[config.mk]
export PLATFORM = sky130hd
export DESIGN_NAME = alsu_seq
export DESIGN_NICKNAME = d
export VERILOG_FILES = /design/src/rtl/alsu_seq_pkg.sv /design/src/rtl/alsu_mul_seq.sv /design/src/rtl/alsu_seq.sv
export SDC_FILE = /design/constraint.sdc
export NUM_CORES = 1
export LEC_CHECK = 0
export CAP_MARGIN = 20
export CORE_ASPECT_RATIO = 0.5
export CORE_MARGIN = 1.5
export CORE_UTILIZATION = 60
export DETAILED_ROUTE_END_ITERATION = 6
export PLACE_DENSITY_LB_ADDON = 0.05
export SKIP_CTS_REPAIR_TIMING = 1
export SLEW_MARGIN = 20
export SYNTH_ARGS = -nofsm -noshare
export SYNTH_HDL_FRONTEND = slang
export SYNTH_SLANG_ARGS = --single-unit
[constraint.sdc]
create_clock -name clk -period 3.5 [get_ports clk]
set_input_delay 0.35 -clock clk [delete_from_list [all_inputs] [get_ports clk]]
set_output_delay 0.35 -clock clk [all_outputs]
set_load 0.01 [all_outputs]
[src/rtl/alsu_seq_pkg.sv]
// Shared opcodes, FSM state codes and command validity rule for the sequential ALSU.
package alsu_seq_pkg;

  localparam logic [2:0] OP_AND   = 3'b000;
  localparam logic [2:0] OP_XOR   = 3'b001;
  localparam logic [2:0] OP_ADD   = 3'b010;
  localparam logic [2:0] OP_MUL   = 3'b011;
  localparam logic [2:0] OP_SHIFT = 3'b100;
  localparam logic [2:0] OP_ROT   = 3'b101;

  localparam logic [1:0] IDLE = 2'd0;
  localparam logic [1:0] EXEC = 2'd1;
  localparam logic [1:0] MUL  = 2'd2;
  localparam logic [1:0] HOLD = 2'd3;

  // Reduction only makes sense for the two bitwise opcodes.
  function automatic logic cmd_invalid(input logic [2:0] op, input logic red_a,
                                       input logic red_b);
    return (op == 3'b110) || (op == 3'b111) || ((red_a || red_b) && (op >= OP_ADD));
  endfunction

endpackage

[src/rtl/alsu_mul_seq.sv]
// Iterative shift-add multiplier: one partial product per cycle, WIDTH cycles per product.
module alsu_mul_seq
  import alsu_seq_pkg::*;
#(
  parameter int unsigned WIDTH = 4,
  localparam int unsigned OUT_W = 2 * WIDTH,
  localparam int unsigned CNT_W = $clog2(WIDTH + 1)
) (
  input  logic             clk,
  input  logic             rst,
  input  logic             start,
  input  logic [WIDTH-1:0] a,
  input  logic [WIDTH-1:0] b,
  output logic             busy,
  output logic             done,
  output logic [OUT_W-1:0] product
);

  logic [OUT_W-1:0] acc_q;
  logic [OUT_W-1:0] mcand_q;
  logic [WIDTH-1:0] mplier_q;
  logic [CNT_W-1:0] cnt_q;
  logic [OUT_W-1:0] addend;

  assign busy    = (cnt_q != '0);
  assign done    = (cnt_q == CNT_W'(1));
  assign addend  = mplier_q[0] ? mcand_q : '0;
  // Running sum including this cycle's partial product; final on the done cycle.
  assign product = acc_q + addend;

  always_ff @(posedge clk or posedge rst) begin
    if (rst) begin
      acc_q    <= '0;
      mcand_q  <= '0;
      mplier_q <= '0;
      cnt_q    <= '0;
    end else if (start) begin
      acc_q    <= '0;
      mcand_q  <= OUT_W'(a);
      mplier_q <= b;
      cnt_q    <= CNT_W'(WIDTH);
    end else if (busy) begin
      acc_q    <= product;
      mcand_q  <= mcand_q << 1;
      mplier_q <= mplier_q >> 1;
      cnt_q    <= cnt_q - CNT_W'(1);
    end
  end

endmodule

[src/rtl/alsu_seq.sv]
// Handshaked arithmetic/logic/shift unit with registered command, registered result,
// bypass/reduction priority, invalid-command LED blink and an iterative multiplier.
module alsu_seq
  import alsu_seq_pkg::*;
#(
  parameter int unsigned WIDTH = 4,
  parameter string INPUT_PRIORITY = "A",
  parameter string FULL_ADDER = "ON",
  parameter int unsigned LED_W = 16,
  localparam int unsigned OUT_W = 2 * WIDTH
) (
  input  logic             clk,
  input  logic             rst,
  input  logic             in_valid,
  output logic             in_ready,
  input  logic [WIDTH-1:0] A,
  input  logic [WIDTH-1:0] B,
  input  logic [2:0]       opcode,
  input  logic             cin,
  input  logic             serial_in,
  input  logic             red_op_A,
  input  logic             red_op_B,
  input  logic             bypass_A,
  input  logic             bypass_B,
  input  logic             direction,
  output logic             out_valid,
  input  logic             out_ready,
  output logic [OUT_W-1:0] out,
  output logic             err,
  output logic [LED_W-1:0] leds
);

  localparam bit PRIO_A = (INPUT_PRIORITY == "A");
  localparam bit FA_ON  = (FULL_ADDER == "ON");

  logic [1:0]       state_q;
  logic [WIDTH-1:0] a_q, b_q;
  logic [2:0]       op_q;
  logic             cin_q, sin_q, red_a_q, red_b_q, byp_a_q, byp_b_q, dir_q;

  logic             byp, use_a_byp, red_sel_a, bad, start_mul;
  logic [WIDTH:0]   sum;
  logic [OUT_W-1:0] result;
  logic             mul_busy, mul_done;
  logic [OUT_W-1:0] mul_product;

  assign in_ready  = (state_q == IDLE);
  assign byp       = byp_a_q || byp_b_q;
  assign use_a_byp = byp_a_q && (!byp_b_q || PRIO_A);
  assign red_sel_a = red_a_q && (!red_b_q || PRIO_A);
  assign bad       = !byp && cmd_invalid(op_q, red_a_q, red_b_q);
  assign start_mul = (state_q == EXEC) && !byp && !bad && (op_q == OP_MUL);
  assign sum       = {1'b0, a_q} + {1'b0, b_q} + (WIDTH + 1)'(cin_q & FA_ON);

  always_comb begin
    result = '0;
    if (byp) begin
      result[WIDTH-1:0] = use_a_byp ? a_q : b_q;
    end else if (!bad) begin
      case (op_q)
        OP_AND: begin
          if (red_a_q || red_b_q) result[0] = red_sel_a ? &a_q : &b_q;
          else                    result[WIDTH-1:0] = a_q & b_q;
        end
        OP_XOR: begin
          if (red_a_q || red_b_q) result[0] = red_sel_a ? ^a_q : ^b_q;
          else                    result[WIDTH-1:0] = a_q ^ b_q;
        end
        OP_ADD:   result[WIDTH:0] = sum;
        OP_SHIFT: result = dir_q ? {out[OUT_W-2:0], sin_q} : {sin_q, out[OUT_W-1:1]};
        OP_ROT:   result = dir_q ? {out[OUT_W-2:0], out[OUT_W-1]} : {out[0], out[OUT_W-1:1]};
        default:  result = '0;
      endcase
    end
  end

  alsu_mul_seq #(
    .WIDTH(WIDTH)
  ) u_mul (
    .clk    (clk),
    .rst    (rst),
    .start  (start_mul),
    .a      (a_q),
    .b      (b_q),
    .busy   (mul_busy),
    .done   (mul_done),
    .product(mul_product)
  );

  always_ff @(posedge clk or posedge rst) begin
    if (rst) begin
      state_q   <= IDLE;
      a_q       <= '0;
      b_q       <= '0;
      op_q      <= '0;
      cin_q     <= 1'b0;
      sin_q     <= 1'b0;
      red_a_q   <= 1'b0;
      red_b_q   <= 1'b0;
      byp_a_q   <= 1'b0;
      byp_b_q   <= 1'b0;
      dir_q     <= 1'b0;
      out       <= '0;
      out_valid <= 1'b0;
      err       <= 1'b0;
      leds      <= '0;
    end else begin
      case (state_q)
        IDLE: begin
          if (in_valid) begin
            a_q     <= A;
            b_q     <= B;
            op_q    <= opcode;
            cin_q   <= cin;
            sin_q   <= serial_in;
            red_a_q <= red_op_A;
            red_b_q <= red_op_B;
            byp_a_q <= bypass_A;
            byp_b_q <= bypass_B;
            dir_q   <= direction;
            state_q <= EXEC;
          end
        end
        EXEC: begin
          if (start_mul) begin
            state_q <= MUL;
          end else begin
            out       <= result;
            err       <= bad;
            leds      <= bad ? ~leds : '0;
            out_valid <= 1'b1;
            state_q   <= HOLD;
          end
        end
        MUL: begin
          if (mul_busy && mul_done) begin
            out       <= mul_product;
            err       <= 1'b0;
            leds      <= '0;
            out_valid <= 1'b1;
            state_q   <= HOLD;
          end
        end
        HOLD: begin
          if (out_ready) begin
            out_valid <= 1'b0;
            state_q   <= IDLE;
          end
        end
        default: state_q <= IDLE;
      endcase
    end
  end

endmodule

# After elaboration in Yosys (flattened, before gate mapping)
# Index checks and enable logic that the tools add are counted.
# Widths: inputs -> output; s select.
# word_totals
ff_bits,69
inputBits,22
# op_classes
n_eq_ne,15
n_lt_le_gt_ge,1
n_bitwise,3
muxes,43
n_addsub,4
n_reduce_logical,26
# op_table
cell,n
$mux 8,10
$mux 16,3
$pmux 16 s2,1
$mux 4,5
$pmux 4 s5,1
$not 16->16,1
$pmux 8 s2,1
$eq 3x3->1 const B,4
$mux 3,4
$reduce_and 4->1,3
$mux 1,10
$add 8x8->8,1
$ne 2x2->1 const B,4
$pmux 2 s4,1
$reduce_xor 4->1,2
$eq 3x1->1 const B,2
$eq 3x2->1 const B,2
$logic_and 1x1->1,6
$mux 2,3
$pmux 1 s3,2
$pmux 3 s2,1
$reduce_and 3->1,2
$reduce_bool 3->1,2
$add 4x4->5,1
other kinds (14),20

# Logic depth before layout (Yosys ltp)
# depth
depth_word,9
depth_mapped,10
depth_no_buf,8

# By module
# From an unflattened synthesis, not the netlist that was laid out.
# hier_totals
hier_cells,405
area_unflattened_um2,3986.3
# by_module_without_submodules
module,cells_per_inst,area_per_inst_um2,n_inst
alsu_seq,254,2608.8,1
alsu_mul_seq,151,1377.6,1

# Least setup slack after synthesis
# No wires, ideal clock.
# synth_path
kind,reg-to-reg
start,register byp_a_q
end,register out[1]
setup_time_ns,0.126
setup_slack_ns,1.276
stages_incl_launch_ff,9
period_less_slack_ns,2.224
required_ns,3.374
n_path_buf,3
t_arrival_ns,2.098
path_cell_list,dfrtp_1 or2_1 buf_2 or4b_1 buf_2 and3_4 buf_6 and3_4 a221o_1
# synth_via
elab_chain_cells,8
# synth_rtl
element,line,rtl
start: declaration,alsu_seq.sv:39,"logic cin_q, sin_q, red_a_q, red_b_q, byp_a_q, byp_b_q, dir_q;"
start signal: assignment,alsu_seq.sv:118,byp_a_q <= bypass_A;
$logic_or 1x1->1,alsu_seq.sv:48,assign byp = byp_a_q || byp_b_q;
$logic_not 1->1,"alsu_seq.sv:51, alsu_seq.sv:52",
$logic_and 1x1->1,alsu_seq.sv:51,"assign bad = !byp && cmd_invalid(op_q, red_a_q, red_b_q);"
$logic_not 1->1,n/a,
$logic_and 1x1->1 (2 in a row),alsu_seq.sv:52,assign start_mul = (state_q == EXEC) && !byp && !bad && (op_q == OP_MUL);
$ne 2x2->1 (no line),n/a,
$reduce_and 3->1 (no line),n/a,
end signal: assignment,alsu_seq.sv:128,out <= result;
end signal: assignment,alsu_seq.sv:137,out <= mul_product;
end: declaration,alsu_seq.sv:28,"output logic [OUT_W-1:0] out,"
# Parallel ways exist; a longest one is shown, timed or not. The select of a mux whose other input is x is not followed.
# A chain may end at the register's enable or synchronous reset.

# Worst setup path in the final report
# layout_path
start,register state_q[1]
end,register out[1]
# layout_via
elab_chain_cells,6
# layout_rtl
element,line,rtl
start: declaration,alsu_seq.sv:36,logic [1:0] state_q;
start signal: assignment,alsu_seq.sv:92,state_q <= IDLE;
start signal: assignment,alsu_seq.sv:121,state_q <= EXEC;
start signal: assignment,alsu_seq.sv:126,state_q <= MUL;
$eq 2x1->1,"alsu_seq.sv:52, alsu_seq.sv:108",
$logic_and 1x1->1 (3 in a row),alsu_seq.sv:52,
$ne 2x2->1 (no line),n/a,
$reduce_and 3->1 (no line),n/a,
# Parallel ways exist; a longest one is shown, timed or not.

==> summary.md <==
| Metric | Value |
|---|---|
| CP Launch Type | `flop` |
| Slowest cell on crit path | `or4b_1` |
| CP required | `approximately 3700 ps` |
| Period utilization | `72.0%` |
| Clk slew on worst S/H paths | `60 ps` |
| Die area | `0.00699 sq mm` |
| Final count of negative-setup-slack endpoints | `0` |
| Final GP Congestion | `0.905` |
| Fraction of registers with async set/reset | `100%` |
| Ant. Diodes | `0` |
| Die H | `59.9 um` |
| Crit path max-delay family | `simple AND/OR/NAND/NOR gates` |
| Iteration-0 DRC Markers | `between 200 and 300` |
| Syn Area/Cell | `about 9.8 sq um` |
| CTS tree | `yes` |
| Sequential area share after synthesis | `44.5%` |
| Worst r2r src | `state_q[1]` |
| Area grow syn2layout | `22.1%` |
| Total power | `0.00469 W` |
| Unrepaired setup endpoints after global routing | `no` |
| WL met1 | `4240 um` |
| Nets | `488` |
| IO buf count | `48` |
| Grt ovf | `0` |
| Initial antenna violation count | `0` |
| Last element of the critical path | `out[1]` |
| Cells after Synth | `395` |
| EDFF count, synth | `0` |
| Clock Path Buffers | `2` |
| Fin crit period | `around 2500 ps` |
| Antenna-violating nets left | `0` |
| Pleak | `2.08 nW` |
| Worst-path maximum fanout | `25` |
| Core Region | `around 0.006 sq mm` |
| Layout cells sized above 1 | `11.4%` |
| GRT Util Overall | `29.5%` |
| Htree depth | `3` |
| Pwr per Cell Area | `slightly below 1000 mW/mm^2` |
| Setup slack, reg-to-reg | `approximately 980 ps` |
| Top layer in use | `met4` |
| Drt pass-1 iters | `5` |
| Num Clock Sinks | `69` |
| # fillers | `approximately 430` |
| CP arrival | `2730 ps` |
| Cts bufs inserted | `9` |
| Worst R2R Path Depth | `8` |
| WL final | `9360 um` |
| Yosys reg bits | `69` |
| Final HPWL from detailed placement | `a little under 7000 um` |
| Top achievable clock speed | `397 MHz` |
| Worst Clk Skew | `5.07 ps` |
| CP endpoint kind | `flop` |
| Buffers & Inverters on Critical Path | `2` |
| R2r endpoint | `out[1]` |
| Share of the synthesized area in the top cell type | `44.5%` |
| Fin. Hold Viols | `0` |
| Final count of pins violating max slew | `0` |
| Mapped Nets | `442` |
| Via/cell ratio | `5.94` |
| Top area cells in the synthesized netlist | `dfrtp_1 (44%), ha_1 (7.1%), mux2_2 (6.4%), o21ai_0 (5.4%), nand2_1 (4.5%)` |
| Worst-path cell chain | `inv_1 -> ha_1 -> nand2_1 -> or4b_1 -> nand3_1 -> buf_4 -> nor2_1 -> a221o_1` |
| Initial Util | `63.1%` |
| Status | `finished, final reports clean` |
| Worst path depth | `8` |
| Max-cap violation count | `0` |
| Synth Flop Type | `dfrtp_1` |
| Synthesized cell area | `just under 0.004 sq mm` |
| Worst Max-Slew Pin Slew | `926 ps` |
| Max incr delay on CP | `720 ps` |
| Largest area contributor in the netlist | `dfrtp_1` |
| Routed len/inst | `17.5 um` |
| Via count | `3,172` |
| VDD IR-drop max | `0.000518 V` |
| First-pass GRT wire length | `15,300 um` |
| Slew headroom | `between 30% and 40%` |
| Die Wd | `117 um` |
| Top-count cell post-synth | `dfrtp_1` |
| Routed wl met2 | `around 4400 um` |
| Worst skew pair latency | `330 ps` |
| Vias in the first global route | `3,206` |
| Yosys cell types | `57` |
| Root Buffer | `clkbuf_16` |
| I/O pin cnt | `49` |
| Syn. warnings | `0` |
| # DRC | `0` |
| Critical setup path kind | `flop to flop` |
| Wire length on met3 | `689 um` |
| Commonest cells in the synthesized netlist | `dfrtp_1 (69), nand2_1 (47), o21ai_0 (42)` |
| Final setup TNS | `0 ps` |
| Worst setup path startpoint | `state_q[1]` |
| Row count | `20` |
| Largest net degree at the start of global routing | `50` |
| Hold Crit Class | `input pin to asynchronous set/reset pin` |
[cells in the final DEF, fill, tap and decap left out, types with 4 or more instances in the layout]
cell	instances
a211oi_1	8
and2_1	7
nor4_1	4
buf_4	5
a221oi_1	4
inv_1	20
mux2_2	22
clkbuf_16	9
nand3_1	4
mux2i_1	8
nand2_1	47
o21ai_0	42
ha_1	22
a22o_1	9
nor3_1	7
xnor2_1	7
nor2_1	26
dfrtp_1	69
a21oi_1	16
clkdlybuf4s50_1	48
[how the worst min path moves through the flow]
| stage | startpoint | to | slack (ps) | depth (start not counted) |
|---|---|---|---|---|
| floorplan | u_mul.cnt_q[1] | u_mul.cnt_q[1] | 450 | 2 |
| global placement | u_mul.cnt_q[1] | u_mul.cnt_q[1] | 460 | 2 |
| detailed placement | err | err | 480 | 2 |
| CTS | u_mul.acc_q[5] | u_mul.acc_q[5] | 500 | 2 |
| global route | leds[8] | leds[8] | 520 | 1 |
| finish | rst | leds[3] | 480 | 2 |
[sequential cells by signal, summed over array words and instances (netlist names)]
signal          cells
cin_q               1
op_q                3
state_q             2
dir_q               1
u_mul.mplier_q      4
byp_b_q             1
leds               16
b_q                 4
out_valid           1
u_mul.mcand_q       8
red_a_q             1
a_q                 4
byp_a_q             1
out                 8
err                 1
sin_q               1
red_b_q             1
u_mul.cnt_q         3
u_mul.acc_q         8
[layer usage]
layer,GRT usage (%),up-vias
met4,6.54,0
met3,10.0,7
met2,50.2,113
met5,0,-
met1,37.1,1547
li1,-,1505
[cell families (layout without fill, tap and decap cells)]
| group | count (synthesis) | after routing | synth area share (%) |
|---|---|---|---|
| AO/OA/AOI/OAI | 105 | 105 | 17.4 |
| XOR/XNOR | 10 | 10 | 2.26 |
| adder cells (fa/ha/maj) | 25 | 25 | 8.63 |
| buffers and inverters | 39 | 90 | 4.12 |
| flip-flops | 69 | 69 | 44.5 |
| multiplexers | 30 | 30 | 8.44 |
| AND/OR/NAND/NOR | 117 | 117 | 14.7 |
[final cells by class]
type,instances,area [sq um],area share [%]
Multi-Input combinational cell,287,2000,42.3
Sequential cell,69,1730,36.4
Timing Repair Buffer,53,518,10.9
Clock buffer,11,243,5.12
Tap cell,88,110,2.32
Inverter,21,80.1,1.69
Clock inverter,5,60.1,1.27
[power breakdown]
part / total (W) / internal [W] / switching, W
combinational: 0.00226 / 0.00104 / 0.00122
clock: 0.000901 / 0.000571 / 0.000329
sequential: 0.00153 / 0.00113 / 0.000400
[stage by stage]
step | std cells | util (%) | setup WS (ps) | hold WS, ps | cell area, sq um
finish | 534 | 77.0 | 982 | 482 | 4740
global route | 534 | 77.0 | 813 | 521 | 4740
CTS | 534 | 77.0 | 989 | 495 | 4740
detailed placement | 518 | 72.1 | 1010 | 477 | 4440
global placement | 518 | 72.1 | 1140 | 462 | 4440
floorplan | 395 | - | 1280 | 450 | 3880
(Power assumes the default switching activity.)
